<file path="config.mk">
export PLATFORM = sky130hd
export DESIGN_NAME = mac_sequencer
export DESIGN_NICKNAME = d
export VERILOG_FILES = /design/src/rtl/mac_sequencer.sv
export SDC_FILE = /design/constraint.sdc
export NUM_CORES = 1
export LEC_CHECK = 0
export ABC_AREA = 1
export CORE_ASPECT_RATIO = 0.6
export CORE_UTILIZATION = 25
export DETAILED_ROUTE_END_ITERATION = 12
export PLACE_DENSITY = 0.49
export SYNTH_ARGS = -nofsm -noshare
export SYNTH_HDL_FRONTEND = slang
export SYNTH_SLANG_ARGS = --single-unit
</file>
<file path="constraint.sdc">
create_clock -name clk -period 2.7 [get_ports clk]
set_clock_uncertainty 0.1 [all_clocks]
set_input_delay 0.405 -clock clk [delete_from_list [all_inputs] [get_ports clk]]
set_output_delay 0.405 -clock clk [all_outputs]
set_load 0.05 [all_outputs]
</file>
<file path="src/rtl/mac_sequencer.sv">
// mac_sequencer: clears a signed-weight MAC, streams vec_len operand pairs into it, pulses vec_done when the sum is final.
// Optional build macro MAC_SEQ_ZERO_SKIP_EN: accepted pairs with a zero operand count but do not enable the MAC.
module mac_sequencer #(
    parameter int MAX_LEN = 128,
    parameter int LEN_W   = 8
) (
    input  logic             clk,
    input  logic             clr,
    input  logic             start,
    input  logic [LEN_W-1:0] vec_len,
    input  logic             in_valid,
    output logic             in_ready,
    input  logic [7:0]       in_a,
    input  logic [9:0]       in_b,
    output logic [7:0]       mac_a,
    output logic [9:0]       mac_b,
    output logic             mac_en,
    output logic             mac_clr,
    output logic             busy,
    output logic             vec_done
);

    typedef enum logic [1:0] {IDLE, CLEAR, RUN, DRAIN} state_t;

    state_t           state, state_n;
    logic [LEN_W-1:0] len, len_n;
    logic [LEN_W-1:0] count, count_n;
    logic [7:0]       mac_a_n;
    logic [9:0]       mac_b_n;
    logic             mac_en_n;
    logic             mac_clr_n;
    logic             vec_done_n;
    logic             accept;
    logic             last;
    logic             skip;

    function automatic logic [LEN_W-1:0] clamp_len(input logic [LEN_W-1:0] req);
        return (req > LEN_W'(MAX_LEN)) ? LEN_W'(MAX_LEN) : req;
    endfunction

    assign in_ready = (state == RUN);
    assign busy     = (state != IDLE);
    assign accept   = in_valid & in_ready;
    assign last     = (count == (len - LEN_W'(1)));

`ifdef MAC_SEQ_ZERO_SKIP_EN
    // A zero operand contributes nothing to the sum, so the MAC is left idle.
    assign skip = (in_a == 8'd0) || (in_b == 10'd0);
`else
    assign skip = 1'b0;
`endif

    always_comb begin
        state_n    = state;
        len_n      = len;
        count_n    = count;
        mac_a_n    = mac_a;
        mac_b_n    = mac_b;
        mac_en_n   = 1'b0;
        mac_clr_n  = 1'b0;
        vec_done_n = 1'b0;
        unique case (state)
            IDLE: begin
                if (start) begin
                    state_n   = CLEAR;
                    len_n     = clamp_len(vec_len);
                    count_n   = '0;
                    mac_clr_n = 1'b1;
                end
            end
            CLEAR: begin
                state_n = (len == '0) ? DRAIN : RUN;
            end
            RUN: begin
                if (accept) begin
                    count_n = count + LEN_W'(1);
                    if (!skip) begin
                        mac_a_n  = in_a;
                        mac_b_n  = in_b;
                        mac_en_n = 1'b1;
                    end
                    if (last) state_n = DRAIN;
                end
            end
            DRAIN: begin
                // The last accumulate edge is the one leaving DRAIN, so done lands right after it.
                vec_done_n = 1'b1;
                state_n    = IDLE;
            end
            default: state_n = IDLE;
        endcase
    end

    always_ff @(posedge clk or posedge clr) begin
        if (clr) begin
            state    <= IDLE;
            len      <= '0;
            count    <= '0;
            mac_a    <= '0;
            mac_b    <= '0;
            mac_en   <= 1'b0;
            mac_clr  <= 1'b1;
            vec_done <= 1'b0;
        end else begin
            state    <= state_n;
            len      <= len_n;
            count    <= count_n;
            mac_a    <= mac_a_n;
            mac_b    <= mac_b_n;
            mac_en   <= mac_en_n;
            mac_clr  <= mac_clr_n;
            vec_done <= vec_done_n;
        end
    end

endmodule
</file>
Word level (Yosys, flattened, before mapping)
Cells that the tools add are included.
- output and inout port bits: 23
- word-level logic and storage cells: 41
- bits of input ports: 30
- register bits: 39
- equal/unequal tests: 7
- reduce and logical (&&, ||, !) cells: 8
- bitwise operators: 1
- add/subtract/negate cells: 2
- magnitude comparators: 1
- muxes and demuxes: 14
- operators by type and width (cell ; number):
    $mux W8 ; 3
    $pmux W8 S2 ; 1
    $add A8 B1 Y8 const B ; 1
    $eq A8 B8 Y1 ; 1
    $gt A8 B8 Y1 const B ; 1
    $logic_not A8 Y1 ; 1
    $pmux W2 S4 ; 1
    $sub A8 B1 Y8 const B ; 1
    $mux W1 ; 6
    $mux W2 ; 3
    $reduce_and A3 Y1 ; 2
    $eq A2 B2 Y1 const B ; 2
    $ne A2 B1 Y1 const B ; 2
    $reduce_and A2 Y1 ; 2
    $reduce_bool A2 Y1 ; 2
    $eq A2 B1 Y1 const B ; 1
    $logic_not A2 Y1 ; 1
    $ne A2 B2 Y1 const B ; 1
    $and A1 B1 Y1 ; 1

Logic depth before layout (Yosys ltp)
Gate-level depths: netlist of run 1.
- word-level depth: 5
- depth in mapped cells: 14
- depth with buffers taken out: 14

Worst setup path before layout of run 1
OpenSTA, ideal clock, no wires.
- path kind: register to register
- from: reg state[0]
- to: reg count[6]
- path slack: 0.649 ns
- data arrival time: 1.834 ns
- library setup time: 0.117 ns
- stages on the path, launching flop included: 13
- cell sequence: dfrtp_1 > inv_1 > ha_1 > nand2_1 > nand2_1 > inv_2 > o21ai_2 > nor3_2 > nand3_1 > nor2_1 > nand2_1 > nand2_1 > nor2_1
- word-level cells in the longest chain between the ends: 4
- elaborated cells on any way between the ends: 8
- those cells by class: 3 x eq/ne; 1 x mux; 1 x bitwise; 3 x reduce/logical
- RTL lines (what ; line ; RTL):
    start, declared ; 25 ; state_t state, state_n;
    start signal, assigned ; 105 ; state <= state_n;
    $eq A2 B2 Y1 (*) ; 41 ; assign in_ready = (state == RUN);
    named net in_ready ; 12 ; output logic in_ready,
    $and A1 B1 Y1 ; 43 ; assign accept = in_valid & in_ready;
    $ne A2 B1 Y1 (no source line) ; n/a ;
    $reduce_and A3 Y1 (no source line) ; n/a ;
    end signal, assigned ; 107 ; count <= count_n;
    end, declared ; 27 ; logic [LEN_W-1:0] count, count_n;
The timed path passes the listed nets; every way through them passes the cells marked *.
A chain may end at the register's enable or synchronous reset.

Final worst setup path of run 1
- from: reg state[0]
- to: out busy
- word-level cells in the longest chain between the ends: 1
- RTL lines (what ; line ; RTL):
    $reduce_bool A2 Y1 ; 42 ; assign busy = (state != IDLE);
    end, declared ; 19 ; output logic busy,
No other way between the ends.

==> impl_metrics.py, run 1 <==
metrics = {
    "floorplanning": {
        "dieArea_mm2": 0.00816,
        "fp.coreArea_mm2": 0.00739,
        "rows": 24,
        "io_pins": 53,
        "start_util_pct": 26.4,
        "die_w_um": 116,
        "die_h_um": 70.4,
    },
    "sta": {
        "rsz0062_at_grt": "no",
        "fmax_mhz": 411,
        "setup_ws_ns": 0.269,
        "relSlewSlack_pct": 60.0,
        "fin_crit_sh_pct": 90.0,
        "hold_ws_ns": 0.379,
        "timing.final.crit_period_ns": 2.43,
        "hold_viol": 0,
        "setup_violations": 0,
        "fin_setup_tns_ns": 0,
        "worst_slew_pin_slew_ns": 0.599,
        "drv_slew": 0,
    },
    "clock_network": {
        "cts_resized": 0,
        "clock_sinks": 39,
        "clockBufferDepth": 2,
        "tritoncts": "built",
        "clock_latency_ns": 0.28,
        "cts_root_buf": "clkbuf_16",
        "postCtsSetupRepairBufs": 0,
        "ctsHoldBuffers": 0,
        "cts_buffers": 5,
        "path_clk_slew_ns": 0.06,
        "htreeDepth": 2,
    },
    "worst_setup_path": {
        "cp.required_ns": 2.19,
        "timing.rr.end": "count[6]$_DFFE_PP0P_",
        "crit_end": "busy",
        "worstPathArrival_ns": 1.93,
        "reg2reg_depth": 12,
        "cp_max_fo": 5,
        "endpoint_kind": "output pin",
        "r2r_slack_ns": 0.69,
        "crit_type": "flip-flop to output pin",
        "crit_path_top_delay_cell": "clkdlybuf4s50_1",
        "worstSetupStartpointType": "flip-flop",
        "r2r_start": "state[0]$_DFFE_PP0P_",
        "crit_chain": "inv_1 -> ha_1 -> inv_1 -> clkdlybuf4s50_1",
        "crit_family": "buffers and inverters",
        "cp.depth": 4,
        "slowest_delay_ns": 0.80,
        "critPathBufInv": 3,
        "crit_top_cell": "inv_1",
        "crit_path_start": "state[0]$_DFFE_PP0P_",
    },
    "power": {
        "p_per_area_mw_per_mm2": 1200,
        "sequentialPowerShare_pct": 29.7,
        "swShare_pct": 47.2,
        "switching_power_mw": 1.55,
        "leakage_nw": 1.36,
        "comb_power_share_pct": 53.1,
        "vdd_drop_max_mv": 0.508,
        "clkPwrFrac_pct": 17.2,
        "internal-power_mw": 1.73,
    },
    "route": {
        "drt_iter0_markers": 91,
        "via_per_inst": 4.02,
        "avgRoutedWirePerCell_um": 11.7,
        "wl_um": 4820,
        "drc_errors": 0,
        "antenna_left": 0,
        "vias": 1658,
        "drt-pass1-iter-count": 4,
    },
    "grt": {
        "grt_usage_pct": 13.0,
        "antenna_found_initial": 0,
        "grt_pass1_vias": 1561,
        "grt-ovfl-total": 0,
        "grt_pass1_wl_um": 7850,
        "grt_start_max_net_pins": 40,
    },
    "logic_synthesis": {
        "synth_top_area_share_pct": 48.8,
        "synth_nets": 287,
        "syn_area_mm2": 0.00195,
        "ys_top_cells_by_area": "dfrtp_1, nand2_1, nor2_1",
        "synth.ff_latch_count": 39,
        "synth_cells": 250,
        "yosysWarnings": 0,
        "ys_seq_area_share_pct": 50.2,
        "syn_area_per_cell_um2": 7.79,
        "synth_top_cell_by_area": "dfrtp_1",
        "synth_cell_type_count": 26,
    },
    "final_layout": {
        "diodes": 0,
        "layout-drive-gt1-share_pct": 6.49,
        "area_delta_synth_final_pct": 40.2,
        "final_util_pct": 37.0,
        "multiInputGateArea_um2": 843,
        "seq_area_um2": 977,
        "mostFrequentLayoutCells": "nand2_1, clkdlybuf4s50_1, dfrtp_1",
        "final_common_cell": "nand2_1",
        "fillers": 769,
        "layout.nets": 344,
    },
    "min_path": {
        "hold_path_class": "flip-flop to flip-flop",
    },
    "placement": {
        "port_buffers": 52,
        "gp_congestion": 0.824,
        "preCtsSetupSlack_ns": 0.564,
        "dp_hpwl_um": 3630,
    },
    "job": {
        "cap_violations": 0,
    },
    "outcome": {
        "status": "completed",
    },
}
-- worst min-delay path by stage --
stage	start	endpoint	depth (start not counted)
after floorplan	state[0]$_DFFE_PP0P_	state[0]$_DFFE_PP0P_	2
after global placement	mac_b[0]$_DFFE_PP0P_	mac_b[0]$_DFFE_PP0P_	2
after detailed placement	mac_b[0]$_DFFE_PP0P_	mac_b[0]$_DFFE_PP0P_	2
after CTS	mac_b[0]$_DFFE_PP0P_	mac_b[0]$_DFFE_PP0P_	2
after global routing	mac_b[3]$_DFFE_PP0P_	mac_b[3]$_DFFE_PP0P_	2
final	mac_b[0]$_DFFE_PP0P_	mac_b[0]$_DFFE_PP0P_	2
-- registers in the layout, summed over array words and instances (netlist names) --
signal,flops
mac_a,8
count,8
len,8
state,2
vec_done,1
mac_b,10
mac_clr,1
mac_en,1
-- cells in the mapped netlist --
cell type	n
o21bai_1	1
o21ai_1	1
clkbuf_1	2
nor2_4	1
buf_2	2
inv_2	4
nor3_2	1
nand3_1	18
nand2_2	1
a32o_1	1
nor3_4	1
dfstp_2	1
nor2_2	1
a22o_1	1
nor3_1	2
nor2_1	27
xnor2_1	2
dfrtp_1	38
xor2_1	2
ha_1	7
o31ai_1	1
nand2_1	99
o21ai_2	1
a21oi_1	3
inv_1	25
o21ai_0	7
-- power groups by stage --
stage,clock (mW),combinational [mW],sequential [mW]
after floorplan,0,0.754,1.43
after global placement,0,1.75,0.983
after detailed placement,0,1.76,0.976
after CTS,0.587,1.76,0.975
after global routing,0.612,1.93,1.01
final,0.566,1.75,0.975
-- layout make-up --
type,instances,share of cell area [%]
multi-input cells,178,30.9
inverters,29,3.99
clock buffers,7,4.86
clock inverters,1,0.183
flip-flops and latches,39,35.8
repair buffers,54,19.5
well taps,104,4.77
-- worst min-delay path: stages (launching register included) --
cell,delay (ns)
dfrtp_1,0.34
nand2_1,0.05
nand2_1,0.05
-- per-stage QoR --
step	power, mW	instances	cell area [um2]
detailed placement	2.74	404	2590
global route	3.55	412	2730
global placement	2.73	404	2590
floorplan	2.18	250	1950
CTS	3.33	412	2730
finish	3.29	412	2730
-- per-layer routing --
metal  wire length (um)  vias to the layer above  GRT usage, %
li1                   -                      886             -
met1               2770                      724          20.4
met2               1570                       46          14.7
met3                451                        2          5.56
met4                 25                        0          4.70
met5                  0                        -             0
-- kinds of logic (layout without fill, tap and decap cells) --
kind of cell	after synthesis	count (layout)	synth area share, %
xor+xnor	4	4	1.80
simple gates	151	151	32.0
compound gates	16	16	5.01
buf+inv	33	91	6.49
fa+ha+maj	7	7	4.50
flops	39	39	50.2
Power figures use the tool's default switching activity.
==> inputs of run 2 (changes only) <==
--- a/config.mk
+++ b/config.mk
@@ -10,6 +10,7 @@
 export CORE_UTILIZATION = 25
 export DETAILED_ROUTE_END_ITERATION = 12
 export PLACE_DENSITY = 0.49
+export SKIP_CTS_REPAIR_TIMING = 1
 export SYNTH_ARGS = -nofsm -noshare
 export SYNTH_HDL_FRONTEND = slang
 export SYNTH_SLANG_ARGS = --single-unit
==> results of run 2 <==
The final DEF is identical to that of run 1; final timing and power are the same.
==> inputs of run 3 (changes only) <==
--- a/config.mk
+++ b/config.mk
@@ -6,10 +6,12 @@
 export NUM_CORES = 1
 export LEC_CHECK = 0
 export ABC_AREA = 1
+export CELL_PAD_IN_SITES_DETAIL_PLACEMENT = 1
+export CELL_PAD_IN_SITES_GLOBAL_PLACEMENT = 1
 export CORE_ASPECT_RATIO = 0.6
 export CORE_UTILIZATION = 25
 export DETAILED_ROUTE_END_ITERATION = 12
-export PLACE_DENSITY = 0.49
+export PLACE_DENSITY = 0.63
 export SKIP_CTS_REPAIR_TIMING = 1
 export SYNTH_ARGS = -nofsm -noshare
 export SYNTH_HDL_FRONTEND = slang
==> run 3 against run 2 <==
Compared with the run above:
- combinational power about the same
- non-clock buffer count unchanged
- first-iteration DRC count decreased by 27%
- sequential power about the same
- wire length increased by 13%
- hold slack about the same
- via count increased by 6.9%
- power increased by 7.6%
- fmax decreased by 4.8%
- setup slack got worse by 0.12 ns
- critical path type unchanged
- sequential cell count unchanged
==> impl_metrics.py, run 3 (synthesis gave the netlist of run 1 again) <==
metrics = {
    "min_path": {
        "whs_endpoint": "mac_a[1]$_DFFE_PP0P_",
        "hold_depth": 2,
        "hp-start": "mac_a[1]$_DFFE_PP0P_",
        "hold_path_class": "flip-flop to flip-flop",
    },
    "clock_network": {
        "path_clk_slew_ns": 0.06,
        "htreeDepth": 2,
        "clock_latency_ns": 0.28,
        "clockBufferDepth": 2,
        "cts_buffers": 5,
        "tritoncts": "built",
        "clock_sinks": 39,
        "cts_root_buf": "clkbuf_16",
    },
    "floorplanning": {
        "io_pins": 53,
        "start_util_pct": 26.4,
        "die_h_um": 70.4,
        "rows": 24,
        "dieArea_mm2": 0.00816,
        "die_w_um": 116,
        "fp.coreArea_mm2": 0.00739,
    },
    "placement": {
        "port_buffers": 52,
        "dp.cells": 404,
        "dpl_cell_area_mm2": 0.00259,
        "dp_hpwl_um": 4020,
        "gp_congestion": 0.758,
    },
    "route": {
        "drt_iter0_markers": 66,
        "vias": 1773,
        "drc_errors": 0,
        "drt-pass1-iter-count": 4,
        "wl_um": 5460,
        "antenna_left": 0,
        "avgRoutedWirePerCell_um": 13.2,
        "via_per_inst": 4.30,
    },
    "sta": {
        "timing.final.crit_period_ns": 2.55,
        "rsz0062_at_grt": "no",
        "relSlewSlack_pct": 57.2,
        "fmax_mhz": 391,
        "drv_slew": 0,
        "fin_setup_tns_ns": 0,
        "worst_slew_pin_slew_ns": 0.641,
        "setup_violations": 0,
        "hold_viol": 0,
        "fin_crit_sh_pct": 94.6,
    },
    "grt": {
        "grt-ovfl-total": 0,
        "grt_start_max_net_pins": 40,
        "grt_pass1_vias": 1854,
        "grt_pass1_wl_um": 8940,
        "grt_usage_pct": 14.4,
        "antenna_found_initial": 0,
    },
    "power": {
        "leakage_nw": 1.38,
        "p_per_area_mw_per_mm2": 1270,
        "vdd_drop_max_mv": 0.476,
        "power_mw": 3.54,
    },
    "worst_setup_path": {
        "r2r_start": "state[0]$_DFFE_PP0P_",
        "r2r_slack_ns": 0.60,
        "worstSetupStartpointType": "flip-flop",
        "worstPathArrival_ns": 2.05,
        "crit_type": "flip-flop to output pin",
        "crit_chain": "inv_1 -> ha_1 -> clkdlybuf4s50_1",
        "cp.required_ns": 2.19,
        "cp_max_fo": 7,
        "slowest_delay_ns": 0.87,
        "reg2reg_depth": 12,
        "crit_path_top_delay_cell": "clkdlybuf4s50_1",
        "timing.rr.end": "count[6]$_DFFE_PP0P_",
        "endpoint_kind": "output pin",
    },
    "outcome": {
        "status": "completed",
    },
    "final_layout": {
        "layout.nets": 344,
        "final_common_cell": "nand2_1",
        "mostFrequentLayoutCells": "nand2_1, clkdlybuf4s50_1, dfrtp_1",
        "layout-drive-gt1-share_pct": 6.82,
        "area_delta_synth_final_pct": 43.2,
        "largest_reg_flops": 10,
        "design_area_mm2": 0.00279,
        "diodes": 0,
        "stdcell_count": 412,
        "regMostFlops": "mac_b",
    },
    "job": {
        "cap_violations": 0,
    },
}
==> run 3: where the power goes <==
part,switching [mW],internal (mW)
logic,1.20,0.588
registers,0.166,0.809
clock network,0.248,0.530
total,1.61,1.93
==> run 3: through the flow <==
step	hold WS, ns	util (%)	setup WS (ns)
after floorplan	0.394	-	0.649
after global placement	0.362	35.1	0.498
after detailed placement	0.369	35.1	0.444
after CTS	0.386	37.7	0.127
after global routing	0.395	37.7	0.0535
final	0.379	37.7	0.146
==> run 3: worst max path at each step <==
| stage | from | end | slack [ns] | depth (start not counted) |
|---|---|---|---|---|
| finish | state[0]$_DFFE_PP0P_ | in_ready | 0.15 | 3 |
| global route | state[0]$_DFFE_PP0P_ | in_ready | 0.05 | 3 |
| floorplan | state[0]$_DFFE_PP0P_ | count[6]$_DFFE_PP0P_ | 0.65 | 12 |
| detailed placement | state[0]$_DFFE_PP0P_ | in_ready | 0.44 | 3 |
| CTS | state[0]$_DFFE_PP0P_ | in_ready | 0.13 | 3 |
| global placement | state[0]$_DFFE_PP0P_ | in_ready | 0.50 | 3 |
==> run 3: final cells by class <==
type                    count  area, um2
multi-input cells         178        843
inverters                  29        109
fillers                   924       4600
flip-flops and latches     39        977
repair buffers             54        536
clock buffers               5        125
well taps                 104        130
clock inverters             3       67.6
==> run 3: worst max-delay path: cells and delay by family, from the launching register on <==
family	cells	cell delay (ns)
fa+ha+maj	1	0.33
flops	1	0.42
buf+inv	2	1.02
==> run 3: routing by layer <==
| layer | global-route usage (%) | wire, um |
|---|---|---|
| met3 | 3.39 | 252 |
| met4 | 4.27 | 45 |
| met1 | 21.0 | 2920 |
| met2 | 21.0 | 2240 |
| met5 | 0 | 0 |
